<file path="src/rtl/alu_seq_pkg.sv">
// alu_seq_pkg: shared types for the ALU operation sequencer and the
// opcode decoder.
//   opcode_e   - operation select codes (12..15 are illegal)
//   state_e    - sequencer FSM states
//   alu_ctrl_t - ALU control word, field order matches the ALU port list
//   bsrc_e     - where the ALU b operand comes from
package alu_seq_pkg;

  localparam int W = 16;

  typedef enum logic [3:0] {
    OP_ADD = 4'd0,
    OP_SUB = 4'd1,
    OP_XOR = 4'd2,
    OP_OR  = 4'd3,
    OP_AND = 4'd4,
    OP_NOT = 4'd5,
    OP_NEG = 4'd6,
    OP_INC = 4'd7,
    OP_DEC = 4'd8,
    OP_SHL = 4'd9,
    OP_ROR = 4'd10,
    OP_MUL = 4'd11
  } opcode_e;

  typedef enum logic [1:0] {
    IDLE = 2'd0,
    EXEC = 2'd1,
    MUL  = 2'd2,
    DONE = 2'd3
  } state_e;

  typedef struct packed {
    logic ci;
    logic nb;
    logic ic;
    logic na;
    logic xo;
    logic no;
    logic sr;
    logic ss;
  } alu_ctrl_t;

  typedef enum logic [2:0] {
    B_OP    = 3'd0,  // registered op_b
    B_ZERO  = 3'd1,  // constant 0
    B_A     = 3'd2,  // registered op_a (doubling)
    B_SHAMT = 3'd3,  // op_b[3:0], rotate amount
    B_MULT  = 3'd4   // multiplicand or 0, selected by multiplier LSB
  } bsrc_e;

  // Last iteration index of the shift-and-add multiply.
  localparam logic [3:0] MUL_LAST = 4'd15;

endpackage

</file>
<file path="src/rtl/alu_ctrl_decode.sv">
// alu_ctrl_decode: combinational opcode -> ALU control word decoder.
//   opcode  in  4   operation select
//   ctrl    out     ALU control word (all zero for illegal opcodes)
//   bsrc    out     b-operand source
//   ill     out 1   opcode is not a defined operation
module alu_ctrl_decode
  import alu_seq_pkg::*;
(
  input  logic [3:0] opcode,
  output alu_ctrl_t  ctrl,
  output bsrc_e      bsrc,
  output logic       ill
);

  // NOTE: every output gets a default before the case so no path leaves a
  // value unassigned, which would otherwise infer a latch.
  always_comb begin
    ctrl = '0;
    bsrc = B_OP;
    ill  = 1'b0;
    case (opcode_e'(opcode))
      OP_ADD: ;
      OP_SUB: begin ctrl.ci = 1'b1; ctrl.nb = 1'b1; end
      OP_XOR: ctrl.ic = 1'b1;
      OP_OR:  begin ctrl.ic = 1'b1; ctrl.xo = 1'b1; end
      // AND via De Morgan: ~(~a | ~b), with the OR built from ic+xo.
      OP_AND: begin
        ctrl.ic = 1'b1; ctrl.na = 1'b1; ctrl.nb = 1'b1;
        ctrl.no = 1'b1; ctrl.xo = 1'b1;
      end
      OP_NOT: begin ctrl.nb = 1'b1; ctrl.ic = 1'b1; bsrc = B_ZERO; end
      OP_NEG: begin ctrl.ci = 1'b1; ctrl.na = 1'b1; bsrc = B_ZERO; end
      OP_INC: begin ctrl.ci = 1'b1; bsrc = B_ZERO; end
      OP_DEC: begin ctrl.nb = 1'b1; bsrc = B_ZERO; end
      OP_SHL: bsrc = B_A;
      OP_ROR: begin ctrl.sr = 1'b1; bsrc = B_SHAMT; end
      OP_MUL: bsrc = B_MULT;
      default: begin
        ill  = 1'b1;
        bsrc = B_ZERO;
      end
    endcase
  end

endmodule

</file>
<file path="src/rtl/alu_op_sequencer.sv">
// alu_op_sequencer: opcode-driven initiator for the external 16-bit ALU.
//   clk, rst_n                  clock, async active-low reset
//   op_valid/op_ready           operation request handshake
//   opcode, op_a, op_b          operation and operands
//   alu_a, alu_b, alu_ci..ss    ALU operands and control word
//   alu_out, alu_cf, alu_zf     ALU result and flags
//   res_valid/res_ready         result handshake
//   result, res_cf, res_zf      captured result and flags
//   res_ill                     completed opcode was illegal
// Single-cycle ops spend one cycle in EXEC; MUL runs 16 shift-and-add
// iterations through the ALU's ADD path.
module alu_op_sequencer
  import alu_seq_pkg::*;
(
  input  logic         clk,
  input  logic         rst_n,
  input  logic         op_valid,
  output logic         op_ready,
  input  logic [3:0]   opcode,
  input  logic [W-1:0] op_a,
  input  logic [W-1:0] op_b,
  output logic [W-1:0] alu_a,
  output logic [W-1:0] alu_b,
  output logic         alu_ci,
  output logic         alu_nb,
  output logic         alu_ic,
  output logic         alu_na,
  output logic         alu_xo,
  output logic         alu_no,
  output logic         alu_sr,
  output logic         alu_ss,
  input  logic [W-1:0] alu_out,
  input  logic         alu_cf,
  input  logic         alu_zf,
  output logic         res_valid,
  input  logic         res_ready,
  output logic [W-1:0] result,
  output logic         res_cf,
  output logic         res_zf,
  output logic         res_ill
);

  state_e       state, state_nxt;
  logic [3:0]   opc;
  logic [W-1:0] ra, rb;
  logic [W-1:0] acc, m, q;
  logic         lost, ovf;
  logic [3:0]   cnt;
  logic         accept;
  logic         ovf_nxt;

  alu_ctrl_t    dec_ctrl;
  bsrc_e        dec_bsrc;
  logic         dec_ill;
  alu_ctrl_t    ctrl;

  assign op_ready  = (state == IDLE);
  assign res_valid = (state == DONE);
  assign accept    = op_valid && op_ready;

  // A multiplier bit that meets a multiplicand bit already shifted out
  // means the true product no longer fits in 16 bits.
  assign ovf_nxt = ovf | alu_cf | (q[0] & lost);

  alu_ctrl_decode u_decode (
    .opcode (opc),
    .ctrl   (dec_ctrl),
    .bsrc   (dec_bsrc),
    .ill    (dec_ill)
  );

  // NOTE: sequential state uses non-blocking assignments so every register
  // samples pre-edge values regardless of statement order.
  always_ff @(posedge clk or negedge rst_n) begin
    if (!rst_n) state <= IDLE;
    else        state <= state_nxt;
  end

  always_comb begin
    state_nxt = state;
    case (state)
      IDLE:    if (accept) state_nxt = (opcode == OP_MUL) ? MUL : EXEC;
      EXEC:    state_nxt = DONE;
      MUL:     if (cnt == MUL_LAST) state_nxt = DONE;
      DONE:    if (res_ready) state_nxt = IDLE;
      default: state_nxt = IDLE;
    endcase
  end

  // ALU drive: only EXEC (legal opcode) and MUL put anything on the bus.
  always_comb begin
    ctrl  = '0;
    alu_a = '0;
    alu_b = '0;
    if (state == EXEC && !dec_ill) begin
      ctrl  = dec_ctrl;
      alu_a = ra;
      case (dec_bsrc)
        B_OP:    alu_b = rb;
        B_A:     alu_b = ra;
        B_SHAMT: alu_b = {12'b0, rb[3:0]};
        default: alu_b = '0;
      endcase
    end else if (state == MUL) begin
      alu_a = acc;
      alu_b = q[0] ? m : '0;
    end
  end

  assign {alu_ci, alu_nb, alu_ic, alu_na, alu_xo, alu_no, alu_sr, alu_ss} = ctrl;

  always_ff @(posedge clk or negedge rst_n) begin
    if (!rst_n) begin
      opc     <= '0;
      ra      <= '0;
      rb      <= '0;
      acc     <= '0;
      m       <= '0;
      q       <= '0;
      lost    <= 1'b0;
      ovf     <= 1'b0;
      cnt     <= '0;
      result  <= '0;
      res_cf  <= 1'b0;
      res_zf  <= 1'b0;
      res_ill <= 1'b0;
    end else begin
      if (accept) begin
        opc  <= opcode;
        ra   <= op_a;
        rb   <= op_b;
        acc  <= '0;
        m    <= op_a;
        q    <= op_b;
        lost <= 1'b0;
        ovf  <= 1'b0;
        cnt  <= '0;
      end

      if (state == EXEC) begin
        result  <= dec_ill ? '0 : alu_out;
        res_cf  <= dec_ill ? 1'b0 : alu_cf;
        res_zf  <= dec_ill ? 1'b1 : alu_zf;
        res_ill <= dec_ill;
      end

      if (state == MUL) begin
        acc  <= alu_out;
        ovf  <= ovf_nxt;
        lost <= lost | m[W-1];
        m    <= m << 1;
        q    <= q >> 1;
        cnt  <= cnt + 4'd1;
        if (cnt == MUL_LAST) begin
          result  <= alu_out;
          res_cf  <= ovf_nxt;
          res_zf  <= (alu_out == '0);
          res_ill <= 1'b0;
        end
      end
    end
  end

endmodule
</file>
<file path="config.mk">
export PLATFORM = sky130hd
export DESIGN_NAME = alu_op_sequencer
export DESIGN_NICKNAME = d
export VERILOG_FILES = /design/src/rtl/alu_seq_pkg.sv /design/src/rtl/alu_ctrl_decode.sv /design/src/rtl/alu_op_sequencer.sv
export SDC_FILE = /design/constraint.sdc
export NUM_CORES = 1
export LEC_CHECK = 0
export CAP_MARGIN = 20
export CORE_MARGIN = 1.5
export CORE_UTILIZATION = 45
export CTS_CLUSTER_DIAMETER = 30
export DETAILED_ROUTE_END_ITERATION = 10
export GPL_TIMING_DRIVEN = 1
export HOLD_SLACK_MARGIN = 0.03
export MAX_ROUTING_LAYER = met4
export PLACE_DENSITY = 0.72
export SETUP_SLACK_MARGIN = 0.2
export SLEW_MARGIN = 20
export SYNTH_ARGS = -nofsm -noshare
export SYNTH_HDL_FRONTEND = slang
export SYNTH_SLANG_ARGS = --single-unit
</file>
<file path="constraint.sdc">
create_clock -name clk -period 2.7 [get_ports clk]
set_input_delay 0.675 -clock clk [delete_from_list [all_inputs] [get_ports clk]]
set_output_delay 0.675 -clock clk [all_outputs]
set_load 0.1 [all_outputs]
</file>
==> results by group <==
STA
  – Final Hold Viols: 0
  – Final critical-path share of the clock period: 105%
  – Clk_skew: 0.00705 ns
  – Final min period: 2.85 ns
  – Setup violators final: 32
  – Max Transition Viols Final: 0
  – Worst-Margin Slew: 0.620 ns
  – Slew HR: 58.7%
  – Max Freq: 0.351 GHz
  – Unrepaired setup endpoints after global routing: yes
  – Post-route setup slack: -0.148 ns

Placed design
  – Setup Slack @ Placement: 0.0261 ns
  – Port bufs: 117
  – Final HPWL DP: 10500 um
  – Routability cong.: 0.870

Worst setup path
  – WP data required: 2.03 ns
  – CP startpoint: state[1]
  – Arrival time at the worst endpoint: 2.17 ns
  – Critical Path Start Type: flop
  – Reg-to-reg slack, setup: 0.37 ns
  – Critical path type: flop to output pin
  – R2r startpoint: state[1]
  – R2r endpoint: result[0]
  – Nature of the critical path endpoint: output pin
  – Critical Path Fanout Max: 6
  – Reg2reg path depth: 10

Clock network
  – Root buffer cell: clkbuf_16
  – CTS max path bufs: 2
  – CTS buffer count: 9
  – Clock-pin slew on the worst setup and hold paths: 0.07 ns
  – CTS H-tree depth: 3
  – Clock sink count: 111
  – Cts hold-fix bufs: 0
  – Worst skew pair latency: 0.35 ns
  – TritonCTS clock tree: built

Cells and area
  – Ant. Diodes: 0
  – Share of post-route cells with drive strength above 1: 25.2%
  – Post-layout util: 70.2%
  – Commonest non-fill, non-tap cell in the layout: nand2_1
  – Fill count: 795
  – Commonest non-fill, non-tap cells in the layout: 204 x nand2_1, 110 x dfrtp_1, 56 x clkdlybuf4s50_1
  – Layout Nets: 771
  – Synthesis-to-layout area growth: 50.5%

Yosys
  – #FFs+latches synth: 111
  – Distinct cells, synth: 40
  – Simple-Gate Fraction of Synth Area: 21.4%
  – Avg Cell Area, Syn: 9.22 sq um
  – Mapped cell area: 5390 sq um
  – Main combinational cell family by area after synthesis: simple AND/OR/NAND/NOR gates
  – XOR/XNOR Fraction of Synth Area: 0.487%
  – Post-Syn Instances: 585
  – Sequential area share after synthesis: 51.5%
  – Synth Area in Adders: 1.16%
  – Synthesis warning total: 0
  – Top cell type by total area after synthesis: dfrtp_1
  – Multiplexer share of the synthesized area: 6.89%
  – Synth top area cells: dfrtp_1 51%, nand2_1 15%, mux2i_1 6.7%
  – Post-synthesis compound-gate area fraction: 13.7%
  – Post-synth EDFFs: 0
  – Synth Flop Type: dfrtp_1
  – Synthesized Nets: 648
  – Ys async rst share: 100%
  – Share of the synthesized area in the top cell type: 51.5%

Floorplan
  – Die W: 112 um
  – Die Y-Extent: 112 um
  – Row count: 39
  – I/O pins: 119
  – Die ar.: 12700 sq um
  – Area of the core: 11600 sq um
  – Initial Util: 46.6%

Detailed routing
  – Detailed Routing Iterations Pass 1: 10
  – WL final: 17200 um
  – Via density: 5.79
  – DRC errors left: 7
  – Post-DRT Antenna Nets: 0
  – 1st-iter DRT viols: 291
  – Vias post-DR: 4955
  – Wire per inst: 20.1 um

Global routing
  – M1 GR Usage: 36.1%
  – Met2 usage: 42.2%
  – Total GRT Usage: 27.4%
  – Routing usage on met3: 4.21%
  – Total grt overflow: 0
  – Number of global-route vias before repair: 4823
  – Maximum number of pins on one net before global-route repair: 70
  – GRT busiest layer: met2
  – Initial antenna violation count: 0
  – First-pass GRT wire length: 25900 um

Status
  – Failing checks: DRC, setup timing
  – Status: finished with violations

Worst hold path
  – Hold WC Path Type: input pin to async pin

Flow run
  – Max-cap violations: 0
## through the flow
step                area, sq um  cells  setup TNS (ns)  hold WS, ns
floorplan                  5630    585          -0.548        0.379
global placement           7340    821               0        0.466
detailed placement         7340    821               0        0.474
CTS                        8000    852           -1.39        0.292
global route               8120    856           -4.95        0.310
finish                     8120    856           -3.61        0.279
## cells by family (layout without fill, tap and decap cells)
kind of cell | Yosys count | after routing
adders and majority gates | 5 | 5
muxes | 37 | 37
buffers and inverters | 49 | 177
xor gates and xnor gates | 3 | 3
other | 1 | 1
AOI/OAI and AO/OA | 112 | 112
and+or+nand+nor | 267 | 267
DFF | 111 | 111
## critical path: stages (launching register included)
cell,delay [ns]
dfrtp_1,0.39
inv_2,0.08
ha_4,0.14
buf_6,0.10
a21boi_4,0.25
buf_6,0.14
buf_12,0.12
nor3b_1,0.05
a221o_2,0.35
buf_12,0.18
## what timing repair did
action | 4_1_cts | 5_1_grt
pin swaps | 4 | 5
gates resized for setup | 29 | 12
cloned | 5 | 2
buffers inserted | 10 | 2
setup endpoints to repair | 33 | 33
## state kept, by name (all words and copies together), names as in the netlist
name	count
ovf	1
lost	1
cnt	4
acc	16
rb	16
res_cf	1
result	16
q	16
res_ill	1
state	2
opc	4
m	16
ra	16
res_zf	1
## Yosys cell counts (2+ instances only)
master and number:
nand2_1 216, a221o_1 16, a22o_1 16, buf_4 3
a21oi_1 5, o21ai_0 67, inv_1 5, nand3_1 2
mux2i_1 36, nor4_1 4, buf_6 5, nor3b_1 18
clkbuf_1 17, dfrtp_1 111, xor2_1 2, buf_2 19
ha_1 5, and2_1 2, nor2_1 10, nand2b_1 2
nor3_1 2, nor2b_1 3, o21a_1 2
## cell type report
class                           instances  area (sq um)  area share, %
Sequential cell                       111          2780           34.2
Multi-Input combinational cell        425          2710           33.4
Timing Repair Buffer                  156          2100           25.9
Clock buffer                           13           260           3.21
Tap cell                              143           179           2.20
Clock inverter                          3          65.1          0.801
Inverter                                5          18.8          0.231
## per-layer routing
| layer | share of wire [%] | wire length (um) | vias up |
|---|---|---|---|
| li1 | - | - | 2226 |
| met1 | 41 | 7060 | 2470 |
| met2 | 50 | 8520 | 217 |
| met3 | 6.2 | 1070 | 42 |
| met4 | 3.2 | 543 | 0 |
| met5 | 0 | 0 | - |
## how the worst max path moves through the flow
stage / slack, ns / cells after the start / to
6_report: -0.15 / 9 / alu_b[3]
4_1_cts: -0.08 / 9 / alu_b[1]
3_3_place_gp: 0.13 / 6 / alu_b[4]
3_5_place_dp: 0.03 / 6 / alu_b[15]
5_1_grt: -0.19 / 9 / alu_b[10]
2_1_floorplan: -0.11 / 4 / alu_xo
Power is left out: the tool's default activity adds up to more than one toggle a clock period on the data nets, which glitch-free logic cannot reach.
